[src/rtl/sim_host_mmio.sv]
// sim_host_mmio
//
// Memory-mapped simulation host device that sits beside the data cache on the
// CPU data-memory request path. It provides a 4-word register window:
//   +0x0 EXIT    (W)  latch program exit status, first write wins
//   +0x4 CONSOLE (W)  push data[7:0] into the console FIFO when strobe[0]=1
//   +0x8 CYCLE   (R)  low xlen bits of the free-running 64-bit cycle counter
//   +0xC STATUS  (R)  bit0 exit_valid, bit1 overflow, bits[15:8] FIFO level;
//                     any write clears overflow
// A watchdog forces an exit with all-ones status once the cycle counter
// reaches timeout_cycles (0 disables it).
//
// Ports:
//   clk, rst          clock and synchronous active-high reset
//   r_v, w_v          read / write request strobes
//   adr, data, strobe byte address, write data, byte enables
//   hit               combinational in-window indication for the response mux
//   resp, resp_valid, resp_error
//                     registered one-cycle-latency response
//   cons_data, cons_valid, cons_ready
//                     console FIFO head, drained over valid/ready
//   exit_valid, exit_status, exit_timeout
//                     sticky program-exit information
module sim_host_mmio #(
  parameter int              xlen           = 32,
  parameter logic [xlen-1:0] base_addr      = xlen'(32'hFFFF_FFF0),
  parameter int              fifo_depth     = 16,
  parameter logic [63:0]     timeout_cycles = 64'd0
) (
  input  logic              clk,
  input  logic              rst,
  input  logic              r_v,
  input  logic              w_v,
  input  logic [xlen-1:0]   adr,
  input  logic [xlen-1:0]   data,
  input  logic [xlen/8-1:0] strobe,
  output logic              hit,
  output logic [xlen-1:0]   resp,
  output logic              resp_valid,
  output logic              resp_error,
  output logic [7:0]        cons_data,
  output logic              cons_valid,
  input  logic              cons_ready,
  output logic              exit_valid,
  output logic [xlen-1:0]   exit_status,
  output logic              exit_timeout
);

  localparam int aw = $clog2(fifo_depth);
  localparam int lw = aw + 1;

  logic              req_err;
  logic              wr_ok;
  logic              rd_ok;
  logic [1:0]        offset;
  logic [63:0]       cycle_cnt;
  logic              overflow;
  logic [lw-1:0]     wr_ptr;
  logic [lw-1:0]     rd_ptr;
  logic [lw-1:0]     level;
  logic [7:0]        fifo_mem [fifo_depth];
  logic              full;
  logic              pop;
  logic              push_req;
  logic              push;
  logic              wd_fire;
  logic [xlen-1:0]   status_word;
  logic [xlen-1:0]   rd_data;
  logic              unused_strobe;

  // Request decode. Misaligned addresses and simultaneous read+write are
  // answered with an error and must not touch any register.
  assign hit     = (adr[xlen-1:4] == base_addr[xlen-1:4]) && (r_v || w_v);
  assign req_err = (adr[1:0] != 2'b00) || (r_v && w_v);
  assign offset  = adr[3:2];
  assign wr_ok   = hit && !req_err && w_v;
  assign rd_ok   = hit && !req_err && r_v;

  // Only byte lane 0 gates the console push; the other lanes carry no meaning.
  assign unused_strobe = ^strobe[xlen/8-1:1];

  // Pointers are one bit wider than the index so full and empty differ.
  // A push into a full FIFO still succeeds when the head leaves in the same
  // cycle; otherwise it is dropped and flagged as overflow.
  assign level      = wr_ptr - rd_ptr;
  assign full       = (level == lw'(fifo_depth));
  assign cons_valid = (level != '0);
  assign pop        = cons_valid && cons_ready;
  assign push_req   = wr_ok && (offset == 2'd1) && strobe[0];
  assign push       = push_req && (!full || pop);
  assign cons_data  = cons_valid ? fifo_mem[rd_ptr[aw-1:0]] : 8'h00;

  // The watchdog stops watching once any exit has been recorded.
  assign wd_fire = (timeout_cycles != 64'd0) && !exit_valid &&
                   (cycle_cnt == timeout_cycles);

  // Read data mux; EXIT and CONSOLE read as zero, errors and writes return zero.
  always_comb begin
    status_word       = '0;
    status_word[0]    = exit_valid;
    status_word[1]    = overflow;
    status_word[15:8] = 8'(level);
    rd_data           = '0;
    if (rd_ok) begin
      case (offset)
        2'd2:    rd_data = cycle_cnt[xlen-1:0];
        2'd3:    rd_data = status_word;
        default: rd_data = '0;
      endcase
    end
  end

  // Console storage has no reset; validity is tracked by the pointers.
  always_ff @(posedge clk) begin
    if (push) begin
      fifo_mem[wr_ptr[aw-1:0]] <= data[7:0];
    end
  end

  // Control state, exit latch and the registered response.
  always_ff @(posedge clk) begin
    if (rst) begin
      cycle_cnt    <= '0;
      overflow     <= 1'b0;
      wr_ptr       <= '0;
      rd_ptr       <= '0;
      exit_valid   <= 1'b0;
      exit_status  <= '0;
      exit_timeout <= 1'b0;
      resp         <= '0;
      resp_valid   <= 1'b0;
      resp_error   <= 1'b0;
    end else begin
      cycle_cnt <= cycle_cnt + 64'd1;

      if (push) begin
        wr_ptr <= wr_ptr + lw'(1);
      end
      if (pop) begin
        rd_ptr <= rd_ptr + lw'(1);
      end

      if (wr_ok && (offset == 2'd3)) begin
        overflow <= 1'b0;
      end else if (push_req && !push) begin
        overflow <= 1'b1;
      end

      // A program EXIT write in the same cycle as the watchdog match wins.
      if (!exit_valid) begin
        if (wr_ok && (offset == 2'd0)) begin
          exit_valid  <= 1'b1;
          exit_status <= data;
        end else if (wd_fire) begin
          exit_valid   <= 1'b1;
          exit_timeout <= 1'b1;
          exit_status  <= '1;
        end
      end

      resp_valid <= hit;
      resp_error <= hit && req_err;
      resp       <= rd_data;
    end
  end

endmodule

[config.mk]
export PLATFORM = sky130hd
export DESIGN_NAME = sim_host_mmio
export DESIGN_NICKNAME = d
export VERILOG_FILES = /design/src/rtl/sim_host_mmio.sv
export SDC_FILE = /design/constraint.sdc
export NUM_CORES = 1
export LEC_CHECK = 0
export CORE_ASPECT_RATIO = 2
export CORE_UTILIZATION = 48
export DETAILED_ROUTE_END_ITERATION = 6
export PLACE_DENSITY = 0.75
export SLEW_MARGIN = 5
export SYNTH_ARGS = -nofsm -noshare
export SYNTH_HDL_FRONTEND = slang
export SYNTH_SLANG_ARGS = --single-unit
[constraint.sdc]
create_clock -name clk -period 2.9 [get_ports clk]
set_input_delay 0.435 -clock clk [delete_from_list [all_inputs] [get_ports clk]]
set_output_delay 0.435 -clock clk [all_outputs]
set_load 0.05 [all_outputs]
* Word level (Yosys, flattened, before mapping)
Memories as Yosys holds them, arrays and structs flattened. A register that Yosys moved wholly into a read port is not among the register bits.
Cells that the tools add are included.
** Storage, ports and cells
- Flip-flop bits (word level) :: 142
- RAM bits :: 128
- Input bits :: 73
- Word-level logic and storage cells :: 54
- Memories kept :: 1
** Operators by class
- Add/sub/neg operators :: 4
- Equality and inequality tests :: 5
- Multiplexer cells :: 8
- Bitwise operators :: 2
- Reduce and logical (&&, ||, !) cells :: 25
** Memories
- fifo_mem :: words 16, width 8, read ports 1, clocked after memory_dff 1, wr ports 1, line 61 : logic [7:0] fifo_mem [fifo_depth];
** Operator list (number)
- $add 64x1->64 const B :: 1
- $pmux 32 s2 :: 1
- $eq 28x28->1 const B :: 1
- $logic_and 1x1->1 :: 13
- $add 5x1->5 const B :: 2
- $mux 4 :: 2
- $mux 8 :: 1
- $eq 5x5->1 const B :: 1
- $reduce_bool 5->1 :: 1
- $sub 5x5->5 :: 1
- $eq 2x2->1 const B :: 2
- $mux 1 :: 4
- $reduce_or 2->1 :: 2
- $logic_not 1->1 :: 3
- $logic_or 1x1->1 :: 3
- $eq 2x1->1 const B :: 1
- $logic_not 2->1 :: 1
- $not 1->1 :: 2
- $reduce_and 2->1 :: 1
- $reduce_bool 2->1 :: 1

* Logic depth before layout (Yosys ltp)
Gate-level depths: netlist of the first run.
- Depth in word-level cells :: 10
- Depth in mapped cells :: 10
- Gate-level depth less buffers :: 9

* Least setup slack after synthesis of the first run
No wires, ideal clock.
- Path kind :: register to output
- Start point :: register wr_ptr[0]
- End point :: output port cons_data[0]
- Arrival :: 2558 ps
- Setup slack :: -93 ps
- Stages on the path, launching flop included :: 10
- Cell sequence :: dfxtp_1 -> inv_1 -> ha_1 -> inv_1 -> fa_1 -> and3_1 -> o21ai_0 -> a22oi_2 -> buf_2 -> nor2b_1
** On the way
- Longest elaborated chain between the ends :: 3
** Ends and longest elaborated chain
- from (decl) :: line 58 : logic [lw-1:0] wr_ptr;
- from (signal assigned) :: line 137 : wr_ptr <= wr_ptr + lw'(1);
- $sub 5x5->5 :: line 85 : assign level = wr_ptr - rd_ptr;
- $reduce_bool 5->1 :: line 87 : assign cons_valid = (level != '0);
- $mux 8 :: line 91 : assign cons_data = cons_valid ? fifo_mem[rd_ptr[aw-1:0]] : 8'h00;
- to (decl) :: line 41 : output logic [7:0] cons_data,
Every way passes these cells.

* Worst setup path in the final report of the first run
- Start point :: register wr_ptr[0]
- End point :: output port cons_data[2]
The elaborated chain is that of the path after synthesis.

==> results.toml, run 1 <==
[synth]
synth_top_family_by_area = "multiplexers"
avgSynthCellArea_um2 = 14.3
yosysMostFrequentCell = "edfxtp_1"
ys_seq_area_share_pct = 64.1
ys_types = 51
synth_compound_area_share_pct = 1.66
yosys_register_bits = 242
synth_fp_nets = 752
synth_flop_cell = "edfxtp_1"
synth_mux_area_share_pct = 14.3
async_flop_share_pct = 0
yosysTopAreaCellShare_pct = 40.2
yosys.area_share.simple_pct = 13.6
ys_warn_count = 0
yosysTopAreaCell = "edfxtp_1"
syn_area_mm2 = 0.00956
synth_commonest_cells = "edfxtp_1, dfxtp_1, nor2_1"
synth_top_cells_by_area = "edfxtp_1, dfxtp_1, mux4_2"
synth-edff-count = 128
syn_inst = 668
yosys.area_share.adder_pct = 1.52
synthXorXnorAreaFrac_pct = 2.84

[routing]
ant_nets = 0
totalWireLength_um = 22200
wl_per_cell_um = 19.6
avgViaCountPerCell = 5.30
drc_errors = 0
dr.pass1.iters = 4
vias = 5981
drt_iter0_drc = 226

[global_routing]
grt_antenna_before_repair = 0
grt_pass1_vias = 6455
grt_overflow = 0
track_usage_pct = 22.6
grt_max_degree = 87
grt_pass1_wl_um = 34700

[clock_network]
insertion_delay_ns = 0.50
clockBufferDepth = 3
clock-root-buffer = "clkbuf_16"
cts_hold_buf = 0
cts.htree.levels = 1
clk_pin_slew_ns = 0.07
cts_tree = "yes"
clock_sinks = 242
numCtsBuffers = 21

[placed_design]
dp_hpwl_um = 16000
place_inst = 1087
io_buffers = 146
post-place-ws_ns = 0.0527
gp_congestion = 0.786

[sta]
period_needed_ns = 3.07
hold_viol = 0
finalSetupViolCount = 9
fin_crit_sh_pct = 106
clock.fmax_ghz = 0.325
rsz0062_at_grt = "yes"
setup_tns_ns = -1.51
maxSlewHeadroom_pct = 42.9
worst_slew_pin_slew_ns = 0.857
skew_ns = 0.0124
drv_slew = 0
worst_slack_ns = -0.173

[setup_path]
cp_data_required_time_ns = 2.47
rr_endpoint = "rd_ptr[0]$_SDFFE_PP0N_"
startpoint_type = "flip-flop"
cp.arrival_ns = 2.64
ff2ff_path_depth = 12
r2r_start = "rd_ptr[0]$_SDFFE_PP0N_"
crit_path_end_kind = "primary output"
crit_type = "reg -> out"
cp_max_fo = 5
r2r_setup_slack_ns = 0.06
critPathLaunch = "wr_ptr[0]$_SDFFE_PP0P_"

[floorplan]
die-height_um = 202
fp.dieW_um = 102
start_util_pct = 49.1
io-pin-count = 151
num_rows = 72
die-area_mm2 = 0.0205
core_mm2 = 0.0195

[run_status]
status = "finished, violations left"
violations = "setup timing"

[run]
maxCapViolCount = 0

[hold_path]
holdPathEnd = "resp[12]$_SDFF_PP0_"
hold_path_class = "in -> reg"
min-delay-start = "rst"
hold_depth = 4

[finish]
antenna_cells = 0
seq_area_mm2 = 0.00613
fillCellCount = 1482
final_cells = 1128
multi_input_area_mm2 = 0.00330
final_util_pct = 63.9
drive_above_1_share_pct = 18.5
nets = 938
area_growth_pct = 30.1

[power]
p_leak_uw = 0.00459
power_density_mw_per_mm2 = 708
irDropWorstVdd_mv = 0.574
repair_timing:
item | 4_1_cts | 5_1_grt
hold endpoints to repair | 0 | 0
pin swaps | 5 | 3
buffers inserted | 3 | 0
cloned | 1 | 0
gates resized for setup | 26 | 6
endpoints found under the setup margin | 9 | 9
cells in the final DEF, fill, tap and decap left out, types with 8 or more instances in the layout:
cell,count
xnor2_1,18
nor2_1,76
clkdlybuf4s50_1,135
buf_6,12
clkbuf_16,22
and2_1,27
buf_4,32
nand3_1,10
nand4_1,17
mux2i_1,39
nand2_1,16
nor2b_1,14
ha_1,9
and3_1,19
mux4_2,40
dfxtp_1,111
xor2_1,13
nor3_1,10
a21oi_1,8
buf_12,12
inv_1,8
edfxtp_1,128
routing by layer:
metal  GRT usage [%]  vias up  wire [um]
met5               0        -          0
met4            8.49        0        777
met3            2.47       39        736
met2            45.3      145      13200
met1            22.5     2973       7430
li1                -     2824          -
registers in the layout (all words and copies together), names as in the netlist, named ones only:
register,flops
wr_ptr,5
resp,32
overflow,1
fifo_mem,128
resp_valid,1
exit_valid,1
exit_status,32
resp_error,1
cycle_cnt,32
rd_ptr,5
worst max path at each step:
stage / endpoint / slack, ns
2_1_floorplan: cons_data[0] / -0.09
3_3_place_gp: fifo_mem[4][1]$_DFFE_PP_ / 0.13
3_5_place_dp: fifo_mem[0][1]$_DFFE_PP_ / 0.05
4_1_cts: cons_data[7] / -0.22
5_1_grt: cons_data[0] / -0.25
6_report: cons_data[2] / -0.17
final cells by class:
| cell class | instances | area share (%) |
|---|---|---|
| inverters | 11 | 0.332 |
| well taps | 259 | 2.60 |
| clock inverters | 10 | 0.674 |
| repair buffers | 192 | 15.8 |
| multi-input cells | 386 | 26.5 |
| flip-flops and latches | 242 | 49.3 |
| clock buffers | 28 | 4.77 |
critical path, cell delays in order (launching register included):
cell and delay (ns):
dfxtp_2 0.35, inv_2 0.05, ha_4 0.15, inv_2 0.04
fa_2 0.44, nand3b_1 0.18, a211o_1 0.27, a22oi_2 0.27
buf_6 0.20, nor2b_4 0.05, buf_6 0.14
through the flow:
step | instance area [um^2] | total power (uW) | hold WS [ns]
2_1_floorplan | 9560 | 5110 | 0.437
5_1_grt | 12400 | 9120 | 0.455
3_5_place_dp | 11600 | 5820 | 0.488
4_1_cts | 12400 | 8830 | 0.431
3_3_place_gp | 11600 | 5780 | 0.465
6_report | 12400 | 8800 | 0.442
power breakdown:
group / switching (uW) / total (uW) / leakage, uW / internal, uW
clock network: 1200 / 2740 / 0.000340 / 1540
logic: 1270 / 2400 / 0.00218 / 1120
registers: 32.9 / 3670 / 0.00207 / 3630
total: 2510 / 8800 / 0.00459 / 6300
logic make-up after synthesis:
group	Yosys count
flops	242
simple gates	233
mux	86
buf+inv	40
xor+xnor	31
compound gates	24
fa+ha+maj	11
other cells	1
No activity file was read; power rests on OpenSTA's default activity.
==> inputs of run 2 (changes only) <==
- CTS_CLUSTER_SIZE: unset -> 40
==> run 2 against run 1 <==
The run still ends with setup timing left. Combinational power about the same. Worst hold slack got worse by 0.0075 ns. Clock power fell by 3%. Global-route usage is 0.17 points higher. Core utilization shrank 0.14 points. Final area fell by 0.22%. Critical path depth unchanged. Worst setup slack lost 0.020 ns. Non-clock buffer count is the same. First-iteration DRC count grew 6.2%. Flip-flop and latch count unchanged. Critical path type unchanged. Critical endpoint unchanged.
==> results.toml, run 2 (synthesis results as in run 1) <==
[clock_network]
insertion_delay_ns = 0.51
cts_hold_buf = 0
numCtsBuffers = 21
clock-root-buffer = "clkbuf_16"
clockBufferDepth = 3
clock_sinks = 242
clk_pin_slew_ns = 0.07
cts.htree.levels = 1
cts_tree = "yes"

[sta]
skew_ns = 0.0143
setup_tns_ns = -1.68
maxSlewHeadroom_pct = 42.7
period_needed_ns = 3.09
fin_crit_sh_pct = 107
drv_slew = 0
clock.fmax_ghz = 0.323
finalSetupViolCount = 9
worst_slew_pin_slew_ns = 0.859
rsz0062_at_grt = "yes"
hold_viol = 0
worst_slack_ns = -0.193

[global_routing]
grt_overflow = 0
grt_antenna_before_repair = 0
track_usage_pct = 22.7
grt_pass1_vias = 6467
grt_pass1_wl_um = 34900
grt_max_degree = 87

[routing]
ant_nets = 0
avgViaCountPerCell = 5.34
totalWireLength_um = 22200
dr.pass1.iters = 5
vias = 6019
drc_errors = 0
drt_iter0_drc = 240
wl_per_cell_um = 19.7

[hold_path]
hold_path_class = "in -> reg"

[floorplan]
die-height_um = 202
core_mm2 = 0.0195
num_rows = 72
fp.dieW_um = 102
die-area_mm2 = 0.0205
io-pin-count = 151
start_util_pct = 49.1

[power]
p_comb_share_pct = 27.4
clkPwrFrac_pct = 30.6
p_seq_share_pct = 42.0
p_sw_share_pct = 28.9
p_int_uw = 6210
power_density_mw_per_mm2 = 703
power_switching_uw = 2520
irDropWorstVdd_mv = 0.569
p_leak_uw = 0.00458
power_uw = 8730

[setup_path]
cp.arrival_ns = 2.66
startpoint_type = "flip-flop"
crit_path_end_kind = "primary output"
cp_data_required_time_ns = 2.47
cp_slowest_stage_delay_ns = 0.44
r2r_setup_slack_ns = 0.05
cpMaxStageDelayCell = "fa_2"
crit_chain = "inv_2, ha_4, inv_2, fa_2, nand3b_1, a211o_1, a22oi_2, buf_6, nor2b_4, buf_6"
cp_max_fo = 5
crit_type = "reg -> out"

[finish]
final_cell_mix = "clkdlybuf4s50_1, edfxtp_1, dfxtp_1"
fillCellCount = 1495
layout_commonest_cell = "clkdlybuf4s50_1"
drive_above_1_share_pct = 18.3
area_growth_pct = 29.8
largest_register_ff_count = 128
antenna_cells = 0
nets = 938

[run_status]
status = "finished, violations left"
violations = "setup timing"

[placed_design]
post-place-ws_ns = 0.0527
io_buffers = 146
dp_hpwl_um = 16000
gp_congestion = 0.786

[run]
maxCapViolCount = 0
-- run 2: cell types whose count changed in the layout (fill, tap and decap cells not counted) --
cell,before,now
bufinv_16,1,0
clkinv_2,4,3
a21oi_2,1,0
clkinv_1,1,2
clkinvlp_4,0,1
a21oi_1,8,9
-- run 2: critical path, delay by kind of cell, from the launching register on --
kind            cells  cell delay [ns]
compound gates      2             0.56
flops               1             0.35
buf+inv             4             0.43
simple gates        2             0.23
fa+ha+maj           2             0.59
-- run 2: layout make-up --
cell class	count	area [um^2]	area share (%)
Timing Repair Buffer	192	1970	15.9
Sequential cell	242	6130	49.4
Multi-Input combinational cell	386	3300	26.5
Clock buffer	28	593	4.78
Clock inverter	10	60.1	0.484
Tap cell	259	324	2.61
Inverter	11	41.3	0.333
-- run 2: worst paths after layout --
kind,from,to,cells after the start
max reg2reg,rd_ptr[0]$_SDFFE_PP0N_,rd_ptr[0]$_SDFFE_PP0N_,12
min,rst,resp[12]$_SDFF_PP0_,4
min reg2reg,cycle_cnt[31]$_SDFF_PP0_,resp[31]$_SDFF_PP0_,1
max,wr_ptr[0]$_SDFFE_PP0P_,cons_data[2],10
-- run 2: per-layer routing --
layer,global-route usage (%),share of wire (%)
met1,22.7,34
met2,45.6,60
met3,2.33,3.1
met4,8.70,3.4
met5,0,0
-- run 2: power by group through the flow --
stage / clock network (uW) / logic [uW] / registers, uW
after global routing: 2830 / 2530 / 3670
after floorplan: 0 / 1380 / 3730
final: 2670 / 2390 / 3670
after CTS: 2720 / 2360 / 3670
after detailed placement: 0 / 2090 / 3730
after global placement: 0 / 2050 / 3730
-- run 2: stage by stage --
| stage | util, % | hold slack (ns) | area [um^2] | instances |
|---|---|---|---|---|
| 2_1_floorplan | - | 0.437 | 9560 | 668 |
| 3_3_place_gp | 59.8 | 0.465 | 11600 | 1087 |
| 3_5_place_dp | 59.8 | 0.488 | 11600 | 1087 |
| 4_1_cts | 63.7 | 0.427 | 12400 | 1128 |
| 5_1_grt | 63.8 | 0.454 | 12400 | 1128 |
| 6_report | 63.8 | 0.434 | 12400 | 1128 |
-- run 2: timing repair --
action | in CTS | in global routing
endpoints found under the setup margin | 9 | 9
buffers inserted | 3 | 0
pin swaps | 5 | 3
resized for setup | 26 | 5
gates cloned | 1 | 0
==> RTL edit 1 (flow settings as in run 2) <==
Set the parameter `fifo_depth` to 64 (it was 16).
--- a/src/rtl/sim_host_mmio.sv
+++ b/src/rtl/sim_host_mmio.sv
@@ -25,5 +25,5 @@
   parameter int              xlen           = 32,
   parameter logic [xlen-1:0] base_addr      = xlen'(32'hFFFF_FFF0),
-  parameter int              fifo_depth     = 16,
+  parameter int              fifo_depth     = 64,
   parameter logic [63:0]     timeout_cycles = 64'd0
 ) (
Behaviour: same outputs for any inputs over 4 cycles, from zero or initial values and one cycle with rst high; that may be too few to reach the edited logic, so the function may still have changed.
==> RTL edit 1 against run 2 <==
- the run still ends with setup timing left
- setup slack lost 410 ps
- sequential cell count grew 390
- clock skew grew 9.2 ps
- count of clock-buffer cells in the layout grew 32
- sequential share of layout area grew 6.1 points
- non-clock buffer count grew 170
- synthesized cell count grew 110%
- wire length grew to 2.8 times the old value
- register-to-register slack lost 330 ps
- cell area grew to 2.6 times the old value
- synthesized area grew to 2.6 times the old value
- power grew 120%
==> RTL edit 1: results (changes against run 2) <==
Outcome
  • Outcome: finished with violations
  • Failing checks: setup timing

Detailed routing
  • Routed wire length: 63.3 mm (+180%)
  • DR iter-0 viols: 935 (+290%)
  • Drt pass-1 iters: 4 (-1)
  • Metal3 WL: 2.93 mm (+320%)
  • Via Count: 14300 (+140%)

CTS
  • Resize count post-CTS: 89 (+240%)
  • Max H-tree Level: 2 (+1)
  • Worst-Skew Late Latency: 600 ps (+90 ps)

Setup path
  • FF-to-FF End: fifo_mem[10][4]
  • CP max stage cell: dfxtp_4
  • CP delay by family, top: buffers and inverters
  • Crit path largest cell delay: 360 ps (-80 ps)

Timing
  • Worst Setup Slack, final: -599 ps (-407 ps)
  • WHS: 247 ps (-187 ps)
  • Final Setup Violations: 525 (+516)

Final layout
  • Share of post-route cells with drive strength above 1: 33.1% (+15 points)
  • Finished Cell Area: 32100 um2 (+160%)
  • Non-Filler Instances: 2444 (+120%)

Synth
  • Synth top area share: 62.1% (+22 points)
  • Total nets after synthesis: 1507 (+100%)
  • Yosys cell types: 54 (+5.9%)
  • Mapped Avg Cell Area: 17.4 um2 (+21%)
  • Synth Area in XOR/XNOR: 1.10% (-1.7 points)

Min path
  • Worst Hold End: overflow
  • Hold path cells: 3 (-1)

Place
  • RD Place Congestion: 0.867 (+10%)

Power
  • Static Leakage: 10.6 nW (+130%)

Global routing
  • Tot GR Track Use: 24.8% (+2.1 points)
  • First-pass GRT wire length: 94.7 mm (+170%)
  • Vias in the first global route: 15300 (+140%)
-- RTL edit 1: final cells by class --
type	count	area share, %
clock buffer	60	4.18
clock inverter	33	1.42
inverter	20	0.261
multi-input combinational	683	23.7
sequential	632	55.5
tap	654	2.55
timing repair buffer	362	12.4
-- RTL edit 1: logic make-up (layout without fill, tap and decap cells) --
| kind of cell | Yosys count | in the layout |
|---|---|---|
| and+or+nand+nor | 353 | 353 |
| buffers and inverters | 109 | 475 |
| DFF | 632 | 632 |
| xor gates and xnor gates | 31 | 31 |
| AOI/OAI and AO/OA | 117 | 117 |
| other | 1 | 1 |
| muxes | 171 | 171 |
| adders and majority gates | 10 | 10 |
-- RTL edit 1: power by group --
| part | switching, mW | total [mW] | internal [mW] |
|---|---|---|---|
| Combinational | 1.14 | 2.27 | 1.13 |
| Sequential | 0.0247 | 9.82 | 9.79 |
| Clock | 3.18 | 7.49 | 4.30 |
==> RTL edit 2 (flow settings as in run 2) <==
Without the edit above. Reset style: asynchronous (`rst`), changed in one clocked block. Comments in the files are not updated.
--- a/src/rtl/sim_host_mmio.sv
+++ b/src/rtl/sim_host_mmio.sv
@@ -119,5 +119,5 @@
 
   // Control state, exit latch and the registered response.
-  always_ff @(posedge clk) begin
+  always_ff @(posedge clk or posedge rst) begin
     if (rst) begin
       cycle_cnt    <= '0;
Formal check against the unedited RTL: differs if rst is asserted again (counterexample within 4 cycles, from zero or initial values and one cycle with rst high); with rst held inactive, the same outputs for 4 cycles.
==> RTL edit 2 against run 2 <==
- the run still ends with setup timing left
- global-route usage is 0.87 points lower
- power is 4.4% higher
- core utilization is 0.55 points higher
- wire length is 3.0% lower
- sequential cell count is 4 lower
- die area is 0.27% higher
- cell area is 0.86% higher
- combinational power is 8% higher
- synthesized area is 0.27% higher
- non-clock buffer count is 8 lower
- setup slack worse by 57 ps
- sequential share of layout area is 3.3 points higher
- fmax is 1.8% lower
- count of clock-buffer cells in the layout is 3 lower
- critical endpoint is now cons_data[1]
- largest power group unchanged
==> RTL edit 2: results (changes against run 2) <==
CTS
  • Clock Path Buffers: 3 (unchanged)
  • Post-CTS setup buffers: 1 (-2)
  • Clock transition at path regs: 70 ps (about the same)
  • Resize count post-CTS: 22 (-15%)
  • CTS buffer count: 20 (-4.8%)

Setup path
  • CP arrival: 2710 ps (+50 ps)
  • Worst-path maximum fanout: 4 (-1)
  • CP delay by family, top: simple AND/OR/NAND/NOR gates
  • Crit path largest cell delay: 550 ps (+110 ps)

Timing
  • WHS: 413 ps (-20.8 ps)
  • Total negative slack: -2210 ps (-531 ps)
  • Worst Setup Slack, final: -250 ps (-57.3 ps)
  • Max-slew headroom: 47.4% (+4.7 points)
  • Clock skew: 15.7 ps (+1.45 ps)
  • Final Setup Violations: 9 (unchanged)

Place
  • Pre-CTS setup slack: 1.99 ps (-50.7 ps)
  • RD Place Congestion: 0.778 (-1.0%)
  • Number of instances in the placed design: 983 (-9.6%)
  • DP Area: 11600 um2 (about the same)
  • HPWL Detailed: 15.3 mm (-4.5%)

Global routing
  • Vias in the first global route: 6171 (-4.6%)
  • Tot GR Track Use: 21.9% (-0.87 points)
  • Largest net degree at the start of global routing: 41 (-53%)
  • First-pass GRT wire length: 33.8 mm (-3.2%)

Final layout
  • Nets: 834 (-11%)
  • Share of post-route cells with drive strength above 1: 23.0% (+4.7 points)
  • Number of fill cells: 1414 (-5.4%)

Synth
  • Yosys cell types: 40 (-22%)
  • Post-synthesis mux area share: 14.2% (-0.091 points)
  • Synth Area in Adders: 1.51% (-0.0042 points)
  • Post-Syn Instances: 562 (-16%)
  • Total nets after synthesis: 646 (-14%)
  • Synth Area in XOR/XNOR: 3.84% (+1.0 points)
  • FFs w/ async S/R, synth: 46.2% (+46 points)
  • Sequential-to-total area share from yosys stat: 68.8% (+4.7 points)
  • Largest cells by area after synthesis: edfxtp_1 40%, dfrtp_1 29%, mux4_2 9.4%
  • Synth cell count leaders: 128 x edfxtp_1, 110 x dfrtp_1, 40 x mux4_2, 32 x and2_1, 31 x xnor2_1
  • Compound-Gate Fraction of Synth Area: 1.17% (-0.49 points)

Power
  • Clock network fraction of total power: 31.7% (+1.1 points)
  • Static Leakage: 4.98 nW (+8.8%)
  • Max VDD drop: 0.687 mV (+21%)
  • Psw: 2.56 mW (+1.8%)
  • Power Density: 727 nW/um2 (+3.5%)

Detailed routing
  • DR iter-0 viols: 248 (+3.3%)
  • Via Count: 5582 (-7.3%)
  • Final ANT Viol Nets: 0 (unchanged)
  • Routed wire length: 21.6 mm (-3.0%)
  • Via density: 5.46 (+2.3%)
  • Drt pass-1 iters: 4 (-1)

Outcome
  • Failing checks: setup timing
  • Outcome: finished with violations

Job
  • Max-cap violations: 0 (unchanged)

Min path
  • Worst hold path class: primary input to async pin
RTL edit 2: area by class of cell:
type                    instances  area [um2]  area share (%)
clock inverters                11         155            1.24
inverters                      11        45.0           0.360
flip-flops and latches        238        6600            52.7
repair buffers                184        1890            15.1
clock buffers                  25         551            4.40
multi-input cells             295        2960            23.6
well taps                     259         324            2.59
RTL edit 2: final timing paths:
| kind | startpoint | end | cells past startpoint |
|---|---|---|---|
| max reg2reg | rd_ptr[0] | fifo_mem[11][7] | 9 |
| min | rst | resp[12] | 2 |
| min in group clk | wr_ptr[4] | wr_ptr[4] | 1 |
| min reg2reg | wr_ptr[4] | wr_ptr[4] | 1 |
| max | rd_ptr[0] | cons_data[1] | 9 |
| max in group asynchronous | rst | exit_status[17] | 3 |
RTL edit 2: per-layer routing:
metal  GRT usage, %  share of wire (%)  wire [um]  up-vias
met2           42.6                 59      12600      176
met1           23.1                 34       7230     2875
met3           2.97                4.3        928       50
li1               -                  -          -     2481
met5              0                  0          0        -
met4           7.65                3.6        773        0
